`config.mk`:
```
export PLATFORM = sky130hd
export DESIGN_NAME = reg_transfer_sequencer
export DESIGN_NICKNAME = d
export VERILOG_FILES = /design/src/rtl/rt_pkg.sv /design/src/rtl/rt_incdec.sv /design/src/rtl/reg_transfer_sequencer.sv
export SDC_FILE = /design/constraint.sdc
export NUM_CORES = 1
export LEC_CHECK = 0
export CORE_MARGIN = 1.5
export CORE_UTILIZATION = 44
export CTS_BUF_LIST = sky130_fd_sc_hd__clkbuf_4
export CTS_CLUSTER_DIAMETER = 50
export DETAILED_ROUTE_END_ITERATION = 10
export PLACE_DENSITY = 0.81
export SYNTH_ARGS = -nofsm -noshare
export SYNTH_HDL_FRONTEND = slang
export SYNTH_SLANG_ARGS = --single-unit
```
`constraint.sdc`:
```
create_clock -name clk -period 1.8 [get_ports clk]
set_input_delay 0.18 -clock clk [delete_from_list [all_inputs] [get_ports clk]]
set_output_delay 0.18 -clock clk [all_outputs]
set_load 0.05 [all_outputs]
```
`src/rtl/rt_pkg.sv`:
```
// Shared encodings for the register-transfer sequencer: opcodes, FSM states,
// register indices and opcode field positions.
package rt_pkg;

  typedef enum logic [1:0] {
    OP_MOV = 2'b00,
    OP_LDI = 2'b01,
    OP_INC = 2'b10,
    OP_DEC = 2'b11
  } op_e;

  typedef enum logic [1:0] {
    ST_IDLE  = 2'b00,
    ST_IMM   = 2'b01,
    ST_EXEC  = 2'b10,
    ST_WRITE = 2'b11
  } state_e;

  localparam logic [2:0] R0 = 3'd0;
  localparam logic [2:0] R1 = 3'd1;
  localparam logic [2:0] R2 = 3'd2;
  localparam logic [2:0] R3 = 3'd3;
  localparam logic [2:0] R4 = 3'd4;
  localparam logic [2:0] SP = 3'd5;
  localparam logic [2:0] MD = 3'd6;
  localparam logic [2:0] MA = 3'd7;

  localparam int OP_HI = 7;
  localparam int OP_LO = 6;
  localparam int RD_HI = 5;
  localparam int RD_LO = 3;
  localparam int RS_HI = 2;
  localparam int RS_LO = 0;

endpackage

```
`src/rtl/rt_incdec.sv`:
```
// Combinational pass/increment/decrement unit; carry flags the wrap on INC
// (FF->00) and the borrow on DEC (00->FF).
module rt_incdec
  import rt_pkg::*;
#(
  parameter int DATA_WIDTH = 8
) (
  input  logic [DATA_WIDTH-1:0] a_i,
  input  op_e                   op_i,
  output logic [DATA_WIDTH-1:0] y_o,
  output logic                  carry_o
);

  always_comb begin
    y_o     = a_i;
    carry_o = 1'b0;
    case (op_i)
      OP_INC: {carry_o, y_o} = {1'b0, a_i} + {{DATA_WIDTH{1'b0}}, 1'b1};
      OP_DEC: begin
        y_o     = a_i - {{(DATA_WIDTH-1){1'b0}}, 1'b1};
        carry_o = (a_i == '0);
      end
      default: ;
    endcase
  end

endmodule

```
`src/rtl/reg_transfer_sequencer.sv`:
```
// Decodes a byte stream of register-transfer instructions and drives the
// register file write/read ports, tracking Z/C flags for downstream stages.
module reg_transfer_sequencer
  import rt_pkg::*;
#(
  parameter int DATA_WIDTH = 8,
  parameter int SEL_WIDTH  = 3
) (
  input  logic                  clk,
  input  logic                  clear_n,
  input  logic [DATA_WIDTH-1:0] instrData,
  input  logic                  instrValid,
  output logic                  instrReady,
  output logic [DATA_WIDTH-1:0] rfDataIn,
  output logic [SEL_WIDTH-1:0]  rfWriteSelect,
  output logic                  rfWriteEnable,
  output logic [SEL_WIDTH-1:0]  rfReadSelect,
  input  logic [DATA_WIDTH-1:0] rfDataOut,
  output logic                  busy,
  output logic                  done,
  output logic                  flagZ,
  output logic                  flagC
);

  state_e                  state_q;
  op_e                     op_q;
  logic [SEL_WIDTH-1:0]    rd_q, rs_q;
  logic [DATA_WIDTH-1:0]   imm_q;
  logic                    done_q, flag_z_q, flag_c_q;

  logic                    xfer, in_exec, in_write, wr;
  logic [DATA_WIDTH-1:0]   alu_y;
  logic                    alu_c;

  assign in_exec    = (state_q == ST_EXEC);
  assign in_write   = (state_q == ST_WRITE);
  assign wr         = in_exec | in_write;
  assign instrReady = (state_q == ST_IDLE) | (state_q == ST_IMM);
  assign xfer       = instrValid & instrReady;
  assign busy       = (state_q != ST_IDLE);

  // Write-side outputs decode straight from state so reset kills the strobe at once.
  assign rfWriteEnable = wr;
  assign rfWriteSelect = wr ? rd_q : '0;
  assign rfReadSelect  = in_exec ? ((op_q == OP_MOV) ? rs_q : rd_q) : '0;
  assign rfDataIn      = in_exec ? alu_y : (in_write ? imm_q : '0);

  rt_incdec #(.DATA_WIDTH(DATA_WIDTH)) u_incdec (
    .a_i     (rfDataOut),
    .op_i    (op_q),
    .y_o     (alu_y),
    .carry_o (alu_c)
  );

  always_ff @(posedge clk or negedge clear_n) begin
    if (!clear_n) begin
      state_q  <= ST_IDLE;
      op_q     <= OP_MOV;
      rd_q     <= '0;
      rs_q     <= '0;
      imm_q    <= '0;
      done_q   <= 1'b0;
      flag_z_q <= 1'b0;
      flag_c_q <= 1'b0;
    end else begin
      done_q <= wr;
      case (state_q)
        ST_IDLE: if (xfer) begin
          op_q    <= op_e'(instrData[OP_HI:OP_LO]);
          rd_q    <= instrData[RD_HI:RD_LO];
          rs_q    <= instrData[RS_HI:RS_LO];
          state_q <= (op_e'(instrData[OP_HI:OP_LO]) == OP_LDI) ? ST_IMM : ST_EXEC;
        end
        ST_IMM: if (xfer) begin
          imm_q   <= instrData;
          state_q <= ST_WRITE;
        end
        default: state_q <= ST_IDLE;
      endcase
      if (wr) flag_z_q <= (rfDataIn == '0);
      if (in_exec && (op_q == OP_INC || op_q == OP_DEC)) flag_c_q <= alu_c;
    end
  end

  assign done  = done_q;
  assign flagZ = flag_z_q;
  assign flagC = flag_c_q;

endmodule

```
==> results.py <==
metrics = {
    "status": {
        "status": "finished with violations",
        "violations": "design-rule violations, negative setup slack",
    },
    "synth": {
        "ys_warn_count": 0,
        "synth_seq_cells": 21,
        "syn_nets": 159,
        "syn-instance-count": 137,
        "synthFlopType": "dfrtp_1",
        "synth_area_mm2": 0.00134,
        "synth_edf_count": 0,
        "ys_async_sr_fraction_pct": 100,
        "yosysSeqAreaShare_pct": 39.3,
        "avgSynthCellArea_um2": 9.75,
        "ys_types": 41,
    },
    "global_routing": {
        "top_usage_layer": "met2",
        "grtUsageMet2_pct": 53.4,
        "antenna_found_initial": 0,
        "track_usage_pct": 27.7,
        "gr-total-overflow": 0,
        "grt_max_degree": 22,
        "gr-usage-met3_pct": 3.35,
        "grt_pass1_vias": 1509,
        "grt_use_met1_pct": 31.9,
        "grt_pass1_wl_mm": 7.08,
    },
    "layout": {
        "mostFrequentLayoutCell": "buf_4",
        "mostFrequentLayoutCells": "buf_4, dfrtp_1, buf_12",
        "drive_gt1_share_pct": 54.2,
        "areaGrowthSynthToFinish_pct": 81.3,
        "n_antenna_cell": 0,
        "num-nets-final": 235,
        "n_fill_cell": 140,
        "final_util_pct": 85.6,
    },
    "clocking": {
        "cts_tree": "done",
        "ctsLongestPathBuffers": 2,
        "ctsHoldBuffers": 0,
        "numCtsBuffers": 3,
        "cts-root-buf": "clkbuf_4",
        "worstSkewPairLatency_ps": 300,
        "cts_sinks": 21,
        "h-tree-depth": 1,
        "cts.reportedPaths.clkPinSlew_ps": 110,
    },
    "detailed_routing": {
        "remaining_drc_errors": 3,
        "dr_total_vias": 1393,
        "drt-total-wl_mm": 4.45,
        "first_pass_iters": 9,
        "first_iter_violations": 57,
        "avgViaCountPerCell": 5.73,
        "drt.antenna.violating_nets": 0,
        "avgRoutedWirePerCell_um": 18.3,
    },
    "run": {
        "cap_viol_max_count": 0,
    },
    "floorplan": {
        "pin_count": 39,
        "die-area_mm2": 0.00338,
        "fp.coreArea_mm2": 0.00283,
        "initial_core_util_pct": 47.2,
        "rows": 19,
        "chipHeight_um": 58.1,
        "fp.dieW_um": 58.1,
    },
    "place": {
        "place_hpwl_mm": 3.17,
        "globalplace.congestion": 0.840,
        "io_buffers": 38,
    },
    "setup_path": {
        "max_stage_delay_ps": 430,
        "critical_path.max_fanout": 5,
        "cp.required_ps": 1620,
        "crit_chain": "or3b_4 -> nor3_4 -> a21oi_2 -> o311ai_4 -> buf_4 -> buf_12",
        "crit_path_end_kind": "output port",
        "start_kind": "register",
        "critPathSlowestCell": "or3b_4",
        "cp_top_family": "simple AND/OR/NAND/NOR gates",
        "worstSetupPathType": "reg -> out",
        "crit_buf_inv": 2,
        "cp.arrival_ps": 2100,
    },
    "pwr": {
        "ir_worst_vdd_v": 0.000746,
        "powerDensity_mw_per_mm2": 877,
        "p_leak_nw": 1.03,
    },
    "sta": {
        "grt_setup_unrepaired": "yes",
        "max_slew.worst_pin.slew_ps": 514,
        "fin_ws_ps": -483,
        "max_freq_mhz": 438,
        "finalMaxSlewViolations": 0,
        "period_minus_slack_ps": 2280,
        "setup_tns_ps": -2280,
        "finalCritPeriodShare_pct": 127,
        "slew_headroom_pct": 65.6,
        "fin_worst_skew_ps": 1.45,
        "setup_viol": 8,
        "hold_viol": 0,
    },
    "worst_hold_path": {
        "min_path_type": "in -> async",
    },
}
## through the flow
stage / hold slack (ps) / std cells / worst slack [ps] / power (mW) / area, um2
2_1_floorplan: -116 / 137 / -208 / 1.29 / 1420
3_3_place_gp: 467 / 232 / -603 / 1.76 / 2220
3_5_place_dp: 488 / 232 / -645 / 1.80 / 2220
4_1_cts: 215 / 240 / -431 / 2.08 / 2360
5_1_grt: 224 / 243 / -548 / 2.22 / 2420
6_report: 211 / 243 / -483 / 2.13 / 2420
## final timing paths
check                                               to  cells past startpoint           startpoint  slack [ps]
worst max-delay path                       rfDataIn[6]                      6  op_q[0]$_DFFE_PN0P_        -480
worst min-delay path               rs_q[2]$_DFFE_PN0P_                      2              clear_n         210
worst max register to register       flagZ$_DFFE_PN0N_                      8  op_q[0]$_DFFE_PN0P_        -270
worst min register to register       flagZ$_DFFE_PN0N_                      2    flagZ$_DFFE_PN0N_         520
max in group asynchronous       state_q[1]$_DFFE_PN0P_                      2              clear_n        1360
min in group clk                state_q[1]$_DFFE_PN0P_                      2           instrValid         510
## cell type report
class	instances	area, um2	share of cell area [%]
Inverter	8	30.0	1.24
Tap cell	31	38.8	1.60
Multi-Input combinational cell	102	943	38.9
Sequential cell	21	529	21.8
Clock buffer	4	30.0	1.24
Timing Repair Buffer	77	851	35.1
## where the power goes
part           switching [mW]  internal, mW
logic                   0.617         0.563
clock network           0.138         0.102
registers              0.0965         0.610
## flip-flops by register name, indices dropped and copies added, names as in the netlist
register and count:
done 1, rd_q 3, flagZ 1, flagC 1
op_q 2, imm_q 8, rs_q 3, state_q 2
## layer usage
layer | wire (um) | vias to the layer above
met5 | 0 | -
met1 | 1770 | 675
met3 | 219 | 14
met4 | 117 | 0
met2 | 2350 | 60
li1 | - | 644
## worst reg2reg max path: stages (launching register included)
cell,delay [ps]
dfrtp_2,420
or3b_4,430
buf_4,160
nor4_4,130
buf_4,170
buf_12,100
o311ai_4,110
or2_1,270
o41ai_2,190
## cell usage after synthesis (2+ instances only)
cell type	n	area (um2)
dfrtp_1	21	526
mux2_2	15	169
nand2_1	12	45.0
a21oi_1	8	40.0
o21ai_0	8	40.0
nor2_1	7	26.3
inv_1	6	22.5
xnor2_1	5	43.8
and2_1	4	25.0
clkbuf_1	4	15.0
nand3_1	4	20.0
a31oi_1	3	18.8
ha_1	3	37.5
and4b_1	2	20.0
inv_2	2	7.51
mux2i_1	2	20.0
nand3b_1	2	15.0
nor3_1	2	10.0
nor4_1	2	12.5
o21ai_1	2	10.0
o311ai_1	2	17.5
or3_1	2	12.5
## repair_timing
action	in CTS	in global routing
endpoints found under the setup margin	8	12
buffers inserted	4	3
pin swaps	12	8
resized for setup	20	14
## cell families after synthesis
group	Yosys count	share of synthesized area (%)
AND/OR/NAND/NOR	47	20.9
multiplexers	18	15.0
flip-flops	21	39.3
buffers and inverters	14	4.03
AO/OA/AOI/OAI	28	14.0
XOR/XNOR	6	3.93
adder cells (fa/ha/maj)	3	2.81
Power figures use the tool's default switching activity.
